`config.mk`:
```
export PLATFORM = sky130hd
export DESIGN_NAME = dmem_access_unit
export DESIGN_NICKNAME = d
export VERILOG_FILES = /design/src/rtl/cpu_mem_pkg.sv /design/src/rtl/dmem_lane_unit.sv /design/src/rtl/dmem_access_unit.sv
export SDC_FILE = /design/constraint.sdc
export NUM_CORES = 1
export LEC_CHECK = 0
export CORE_ASPECT_RATIO = 1.4
export CORE_MARGIN = 8
export CORE_UTILIZATION = 43
export DETAILED_ROUTE_END_ITERATION = 6
export HOLD_SLACK_MARGIN = 0.02
export PLACE_DENSITY = 0.84
export SETUP_SLACK_MARGIN = 0.2
export SYNTH_ARGS = -nofsm -noshare
export SYNTH_HDL_FRONTEND = slang
export SYNTH_HIERARCHICAL = 1
export SYNTH_SLANG_ARGS = --single-unit
```
`constraint.sdc`:
```
create_clock -name clk -period 2.1 [get_ports clk]
set_clock_uncertainty 0.05 [all_clocks]
set_input_delay 0.21 -clock clk [delete_from_list [all_inputs] [get_ports clk]]
set_output_delay 0.21 -clock clk [all_outputs]
set_load 0.05 [all_outputs]
```
`src/rtl/cpu_mem_pkg.sv`:
```
// ----------------------------------------------------------------------------
// cpu_mem_pkg
// Shared definitions for the CPU data-memory path.
//   - SZ_B / SZ_H / SZ_W / SZ_RSV : req_size encodings (reserved behaves as word)
//   - dmem_state_e                 : access-unit FSM states
//   - is_subword()                 : true for byte/half sizes (these need a merge)
// ----------------------------------------------------------------------------
package cpu_mem_pkg;

    localparam logic [1:0] SZ_B   = 2'b00;
    localparam logic [1:0] SZ_H   = 2'b01;
    localparam logic [1:0] SZ_W   = 2'b10;
    localparam logic [1:0] SZ_RSV = 2'b11;

    typedef enum logic {
        ST_IDLE  = 1'b0,
        ST_MERGE = 1'b1
    } dmem_state_e;

    function automatic logic is_subword(input logic [1:0] size);
        return (size == SZ_B) || (size == SZ_H);
    endfunction

endpackage

```
`src/rtl/dmem_lane_unit.sv`:
```
// ----------------------------------------------------------------------------
// dmem_lane_unit
// Purely combinational little-endian lane logic.
//   Extract path : ext_word/ext_lane/ext_size/ext_unsigned -> ext_data
//                  (byte or half selected and sign/zero extended; word and
//                  reserved sizes pass the word through unchanged)
//   Merge path   : mrg_old/mrg_lane/mrg_size/mrg_wdata -> mrg_word
//                  (old word with the addressed byte or half replaced)
// Half accesses use lane[1] only, so lane[0] is ignored for halves.
// ----------------------------------------------------------------------------
module dmem_lane_unit
    import cpu_mem_pkg::*;
(
    input  logic [31:0] ext_word,
    input  logic [1:0]  ext_lane,
    input  logic [1:0]  ext_size,
    input  logic        ext_unsigned,
    output logic [31:0] ext_data,
    input  logic [31:0] mrg_old,
    input  logic [1:0]  mrg_lane,
    input  logic [1:0]  mrg_size,
    input  logic [15:0] mrg_wdata,
    output logic [31:0] mrg_word
);

    logic [7:0]  ext_byte;
    logic [15:0] ext_half;

    always_comb begin
        ext_byte = ext_word[7:0];
        case (ext_lane)
            2'd0:    ext_byte = ext_word[7:0];
            2'd1:    ext_byte = ext_word[15:8];
            2'd2:    ext_byte = ext_word[23:16];
            default: ext_byte = ext_word[31:24];
        endcase
        ext_half = ext_lane[1] ? ext_word[31:16] : ext_word[15:0];
    end

    always_comb begin
        ext_data = ext_word;
        case (ext_size)
            SZ_B:    ext_data = {{24{~ext_unsigned & ext_byte[7]}}, ext_byte};
            SZ_H:    ext_data = {{16{~ext_unsigned & ext_half[15]}}, ext_half};
            default: ext_data = ext_word;
        endcase
    end

    // Each output byte independently decides whether it is the store target.
    // For halves, the byte at odd position within the half takes wdata[15:8].
    genvar gi;
    generate
        for (gi = 0; gi < 4; gi++) begin : g_merge
            localparam logic [1:0] LANE = 2'(gi);
            logic hit_b;
            logic hit_h;
            assign hit_b = (mrg_size == SZ_B) && (mrg_lane == LANE);
            assign hit_h = (mrg_size == SZ_H) && (mrg_lane[1] == LANE[1]);
            assign mrg_word[8*gi +: 8] = hit_b ? mrg_wdata[7:0] :
                                         hit_h ? mrg_wdata[8*(gi%2) +: 8] :
                                                 mrg_old[8*gi +: 8];
        end
    endgenerate

endmodule

```
`src/rtl/dmem_access_unit.sv`:
```
// ----------------------------------------------------------------------------
// dmem_access_unit
// Bridges the MEM stage to a word-wide SRAM (async read, sync write).
// Loads complete combinationally; word stores write in the request cycle;
// byte/half stores capture the old word and finish one cycle later (MERGE).
//
// Ports
//   clk, reset          : clock, synchronous active-high reset
//   req_valid/we/size/unsigned/addr/wdata : MEM-stage request
//   req_ready           : access completes this cycle
//   rsp_rdata           : load data (valid with req_valid & req_ready & !req_we)
//   misalign            : misaligned access flagged (only with trap option)
//   mem_a/mem_d/mem_we  : SRAM word address, write data, write enable
//   mem_rdata           : SRAM async read data at mem_a
//
// Build option
//   DMEM_MISALIGN_TRAP_EN : when defined, misaligned half/word accesses
//                           complete immediately with misalign=1 and no
//                           write; when undefined, low address bits below the
//                           access size are ignored and misalign stays 0.
// ----------------------------------------------------------------------------
module dmem_access_unit
    import cpu_mem_pkg::*;
#(
    parameter int ADDR_W = 11
) (
    input  logic              clk,
    input  logic              reset,
    input  logic              req_valid,
    input  logic              req_we,
    input  logic [1:0]        req_size,
    input  logic              req_unsigned,
    input  logic [31:0]       req_addr,
    input  logic [31:0]       req_wdata,
    output logic              req_ready,
    output logic [31:0]       rsp_rdata,
    output logic              misalign,
    output logic [ADDR_W-1:0] mem_a,
    output logic [31:0]       mem_d,
    output logic              mem_we,
    input  logic [31:0]       mem_rdata
);

    dmem_state_e       state_reg, state_next;
    logic [31:0]       old_word_reg, old_word_next;
    logic [ADDR_W-1:0] addr_reg, addr_next;
    logic [1:0]        lane_reg, lane_next;
    logic [1:0]        size_reg, size_next;
    logic [15:0]       wdata_reg, wdata_next;

    logic [31:0]       ext_data;
    logic [31:0]       merged_word;
    logic              misaligned_req;

    // Byte-offset bits above the word index are not part of the SRAM address.
    logic unused_addr_bits;
    assign unused_addr_bits = &{1'b0, req_addr[31:ADDR_W+2]};

`ifdef DMEM_MISALIGN_TRAP_EN
    always_comb begin
        misaligned_req = 1'b0;
        case (req_size)
            SZ_B:    misaligned_req = 1'b0;
            SZ_H:    misaligned_req = req_addr[0];
            default: misaligned_req = (req_addr[1:0] != 2'b00);
        endcase
    end
`else
    assign misaligned_req = 1'b0;
`endif

    // Load extraction works on the live request; the merge works only on
    // the values captured when the sub-word store was accepted, so the SRAM
    // read never feeds the SRAM write data in the same cycle.
    dmem_lane_unit u_lane (
        .ext_word     (mem_rdata),
        .ext_lane     (req_addr[1:0]),
        .ext_size     (req_size),
        .ext_unsigned (req_unsigned),
        .ext_data     (ext_data),
        .mrg_old      (old_word_reg),
        .mrg_lane     (lane_reg),
        .mrg_size     (size_reg),
        .mrg_wdata    (wdata_reg),
        .mrg_word     (merged_word)
    );

    always_comb begin
        state_next    = state_reg;
        old_word_next = old_word_reg;
        addr_next     = addr_reg;
        lane_next     = lane_reg;
        size_next     = size_reg;
        wdata_next    = wdata_reg;
        req_ready     = 1'b0;
        rsp_rdata     = 32'd0;
        misalign      = 1'b0;
        mem_a         = req_addr[ADDR_W+1:2];
        mem_d         = req_wdata;
        mem_we        = 1'b0;

        // Everything stays quiet while reset is held; this also drops the
        // write of a merge interrupted by reset.
        if (!reset) begin
            case (state_reg)
                ST_IDLE: begin
                    if (req_valid) begin
                        if (misaligned_req) begin
                            req_ready = 1'b1;
                            misalign  = 1'b1;
                        end else if (!req_we) begin
                            req_ready = 1'b1;
                            rsp_rdata = ext_data;
                        end else if (!is_subword(req_size)) begin
                            req_ready = 1'b1;
                            mem_we    = 1'b1;
                        end else begin
                            old_word_next = mem_rdata;
                            addr_next     = req_addr[ADDR_W+1:2];
                            lane_next     = req_addr[1:0];
                            size_next     = req_size;
                            wdata_next    = req_wdata[15:0];
                            state_next    = ST_MERGE;
                        end
                    end
                end
                ST_MERGE: begin
                    mem_a      = addr_reg;
                    mem_d      = merged_word;
                    mem_we     = 1'b1;
                    req_ready  = 1'b1;
                    state_next = ST_IDLE;
                end
                default: state_next = ST_IDLE;
            endcase
        end
    end

    always_ff @(posedge clk) begin
        if (reset) begin
            state_reg    <= ST_IDLE;
            old_word_reg <= 32'd0;
            addr_reg     <= '0;
            lane_reg     <= 2'd0;
            size_reg     <= 2'd0;
            wdata_reg    <= 16'd0;
        end else begin
            state_reg    <= state_next;
            old_word_reg <= old_word_next;
            addr_reg     <= addr_next;
            lane_reg     <= lane_next;
            size_reg     <= size_next;
            wdata_reg    <= wdata_next;
        end
    end

endmodule

```
# Yosys cells after proc, flatten, opt, wreduce, memory -nomap -nowiden
# Cells that the tools add are included.
[classes]
reduce_logical = 12
bitwise = 5
eq_ne = 7
mux = 32
[op_table]
columns = ["operator", "n"]
rows = [
  ["$mux 32", 6],
  ["$mux 8", 8],
  ["$pmux 32 s2", 1],
  ["$pmux 8 s3", 1],
  ["$mux 11", 2],
  ["$mux 16", 1],
  ["$mux 1", 10],
  ["$eq 2x1->1 const B", 4],
  ["$logic_not 2->1", 4],
  ["$eq 2x2->1 const B", 3],
  ["$logic_and 1x1->1", 6],
  ["$pmux 1 s2", 3],
  ["$reduce_and 4->1", 1],
  ["$not 1->1", 3],
  ["$and 1x1->1", 2],
  ["$logic_or 1x1->1", 1],
]
[word_totals]
elab_cells = 62
regBits = 64
inputBits = 103
out_inout_bits = 78

# Depth between registers and ports, before layout
[logic_depth]
ltp_word = 8
ltp_mapped = 7
depth_no_buf = 5

# Hierarchy
# The synthesis kept the hierarchy.
[modules_own_cells]
columns = ["mod", "n_inst", "area_each_um2", "seq_area_each_um2", "cells_each"]
rows = [
  ["dmem_access_unit", 1, 3010.4, 1281.2, 367],
  ["dmem_lane_unit", 1, 1238.7, 0.0, 194],
]

# Worst setup path before layout
# Ideal clock, no wire load.
[synth_path]
path_kind = "in2out"
from = "in req_addr[1]"
to = "out rsp_rdata[16]"
slack_ns = 0.292
cell_stages = 7
t_arrival_ns = 1.548
path_buffers = 2
required_time_ns = 1.840
cell_sequence = "nor2b_2 > buf_4 > a32oi_2 > o32a_4 > buf_6 > nand2_1 > and2_1"
[synth_via]
elab_chain_len = 8
elab_cells_between_ends = 12
cone_classes = "eq/ne: 2; mux: 7; bitwise: 2; reduce/logical: 1"
[synth_rtl]
columns = ["item", "line", "rtl"]
rows = [
  ["start, declared", "dmem_access_unit.sv:33", "input logic [31:0] req_addr,"],
  ["$eq 2x2->1 (tied with other cells)", "dmem_lane_unit.sv:31", "case (ext_lane)"],
  ["$pmux 8 s3", "dmem_lane_unit.sv:31", ""],
  ["$and 1x1->1", "dmem_lane_unit.sv:43", "SZ_B: ext_data = {{24{~ext_unsigned & ext_byte[7]}}, ext_byte};"],
  ["$pmux 32 s2 (*)", "dmem_lane_unit.sv:42", "case (ext_size)"],
  ["via ext_data[16]", "dmem_access_unit.sv:51", "logic [31:0] ext_data;"],
  ["$mux 32 (*)", "dmem_access_unit.sv:111", "end else if (!req_we) begin"],
  ["$mux 32 (*)", "dmem_access_unit.sv:107", "if (req_valid) begin"],
  ["$mux 32 (*)", "dmem_access_unit.sv:105", "case (state_reg)"],
  ["$mux 32 (*)", "dmem_access_unit.sv:104", "if (!reset) begin"],
  ["end, declared", "dmem_access_unit.sv:36", "output logic [31:0] rsp_rdata,"],
]
# Mark *: on every way through the listed nets, which the timed path passes. The rest lies on a longest branch.

# Final worst setup path
[layout_path]
from = "reg lane_reg[1]"
to = "out mem_d[9]"
[layout_via]
elab_chain_len = 6
elab_cells_between_ends = 8
cone_classes = "eq/ne: 1; mux: 4; bitwise: 1; reduce/logical: 2"
[layout_rtl]
columns = ["item", "line", "rtl"]
rows = [
  ["start, declared", "dmem_access_unit.sv:47", "logic [1:0] lane_reg, lane_next;"],
  ["start signal, assigned", "dmem_access_unit.sv:151", "lane_reg <= lane_next;"],
  ["$not 1->1", "dmem_lane_unit.sv:58", "assign hit_h = (mrg_size == SZ_H) && (mrg_lane[1] == LANE[1]);"],
  ["$logic_and 1x1->1", "dmem_lane_unit.sv:58", ""],
  ["$mux 8", "dmem_lane_unit.sv:60", "hit_h ? mrg_wdata[8*(gi%2) +: 8] :"],
  ["$mux 8 (*)", "dmem_lane_unit.sv:59", "assign mrg_word[8*gi +: 8] = hit_b ? mrg_wdata[7:0] :"],
  ["via merged_word[9]", "dmem_access_unit.sv:52", "logic [31:0] merged_word;"],
  ["$mux 32 (*)", "dmem_access_unit.sv:105", ""],
  ["$mux 32 (*)", "dmem_access_unit.sv:104", ""],
  ["end, declared", "dmem_access_unit.sv:39", "output logic [31:0] mem_d,"],
]
# Marks and branches as above.

==> metrics.cfg <==
[run_status]
status=finished, violations left
violations=setup timing

[timing]
worst_slew_pin_slew_ns=0.689
timing.final.ws_setup_ns=-0.125
relSlewSlack_pct=54.1
slew_violations=0
setup_violations=22
whs_ns=0.235
period_needed_ns=2.23
tns_ns=-0.838
rsz0062_at_grt=true
finalHoldViolCount=0
fin_crit_sh_pct=106
fmax_ghz=0.449

[placement]
portBuffers=160
post-dp-hpwl_mm=11.6
place_ws_ns=-0.359
gp_congestion=0.927

[detailed_routing]
post_drt_wl_per_cell_um=22.1
drtPass1Iterations=6
via_count=5112
drc_errors=0
vias_per_cell=5.84
antenna_left=0
drt_wl_total_mm=19.3
drt_iter0_drc=610

[setup_path]
cp.arrival_ns=1.97
crit_type=flop to primary output
cp-start-kind=flop
cp_max_fo=5
cp.required_ns=1.84
crit_path_end_kind=primary output

[hold_path]
min_path_type=primary input to flop

[cts]
htreeDepth=3
path_clk_slew_ns=0.06
numCtsBuffers=9
cts_max_path_buffers=2
clock_latency_ns=0.33
ctsHoldBuffers=0
cts_tree=built
cts.sinks=64
root_buffer=clkbuf_16

[grt]
antenna_found_initial=1
grt_pass1_wl_mm=27.6
overflow=0
grt_pass1_vias=5082
grt_max_degree=67
grt_use_total_pct=25.8

[floorplanning]
fp.dieW_um=100
die_area_sq_um=13400
start_util_pct=43.4
num_rows=43
die_h_um=134
io_pins=181
coreArea_sq_um=9790

[flow_run]
maxCapViolCount=0

[yosys]
synth_cell_types=38
netlist_area_sq_um=4250
async_reset_ff_share_pct=0
synth_edf_count=0
syn_inst=561
ys_seq_area_share_pct=30.2
synth_seq_cells=64
yosys_warnings=6
syn_area_per_cell_sq_um=7.57
synthFlopType=dfxtp_1
synth_nets=664

[layout]
drive_gt1_share_pct=39.5
area_delta_synth_final_pct=75.1
layout_commonest_cell=nand2_1
seq_area_sq_um=1290
filler_cell_count=611
layout_common_cells=nand2_1, clkdlybuf4s50_1, a21oi_1, dfxtp_1, buf_12
largest_reg_flops=32
finalNetCount=837
multiInputGateArea_sq_um=3180

[power_and_ir_drop]
vdd_drop_max_v=0.000329
power.total_uw=4030
p_leak_uw=0.00309
p_per_area_nw_per_um2=542

-- critical path, cell delays in order (launching register included) --
cell	delay [ns]
dfxtp_4	0.37
nor2_4	0.15
and2_4	0.19
buf_6	0.13
mux2i_1	0.23
o21ai_1	0.12
mux2_4	0.29
buf_8	0.15
-- power by group --
part	internal [uW]	switching, uW	leakage, uW
clock network	932	583	0.000144
registers	1250	37.8	0.000523
logic	574	655	0.00243
total	2760	1280	0.00309
-- stage by stage --
stage	utilization [%]	area, sq um	instances
detailed placement	64.3	6290	842
global placement	64.3	6290	842
CTS	73.2	7160	871
global route	76.0	7440	875
floorplan	-	4250	561
finish	76.0	7440	875
-- cell type report --
class | instances | area share, %
diodes | 1 | 0.0336
flip-flops and latches | 64 | 17.4
repair buffers | 204 | 33.4
inverters | 2 | 0.101
clock buffers | 9 | 3.03
multi-input cells | 453 | 42.8
well taps | 135 | 2.27
clock inverters | 7 | 1.06
-- what timing repair did --
action | 4_1_cts | 5_1_grt
setup endpoints to repair | 75 | 75
gates resized for setup | 182 | 77
cloned | 5 | 0
pin swaps | 9 | 12
endpoints found under the hold margin | 0 | 0
setup buffers | 8 | 3
-- cells by family after synthesis --
group           count (synthesis)  share of synthesized area [%]
simple gates                  259                           27.0
flops                          64                           30.2
compound gates                114                           16.3
mux                            78                           20.3
buf+inv                        45                           6.21
other cells                     1                         0.0883
-- path summary, 6_finish.rpt --
path / start / endpoint / depth (start not counted) / slack, ns
max: lane_reg[1] / mem_d[9] / 7 / -0.13
min reg2reg: addr_reg[4] / addr_reg[4] / 2 / 0.41
min: req_addr[0] / lane_reg[0] / 4 / 0.23
max reg2reg: state_reg / old_word_reg[8] / 4 / 0.63
-- routing by layer --
layer / up-vias / track usage (%) / wire (um) / share of wire [%]
li1: 2245 / - / - / -
met4: 0 / 14.9 / 1270 / 6.6
met3: 101 / 5.33 / 1610 / 8.4
met5: - / 0 / 0 / 0
met1: 2394 / 26.9 / 6670 / 35
met2: 372 / 46.3 / 9740 / 50
-- cells in the mapped netlist, drive strengths merged, types with 5 or more instances --
master / n / area share [%]
a21oi: 66 / 7.8
a221o: 8 / 1.9
a22oi: 5 / 0.88
and2: 33 / 4.9
buf: 34 / 5.2
clkbuf: 9 / 0.79
dfxtp: 64 / 30
mux2: 61 / 16
mux2i: 17 / 4.0
nand2: 196 / 17
nand2b: 7 / 1.0
nor2: 7 / 0.62
nor2b: 7 / 1.1
o21ai: 20 / 2.4
No activity file was read; power rests on OpenSTA's default activity.
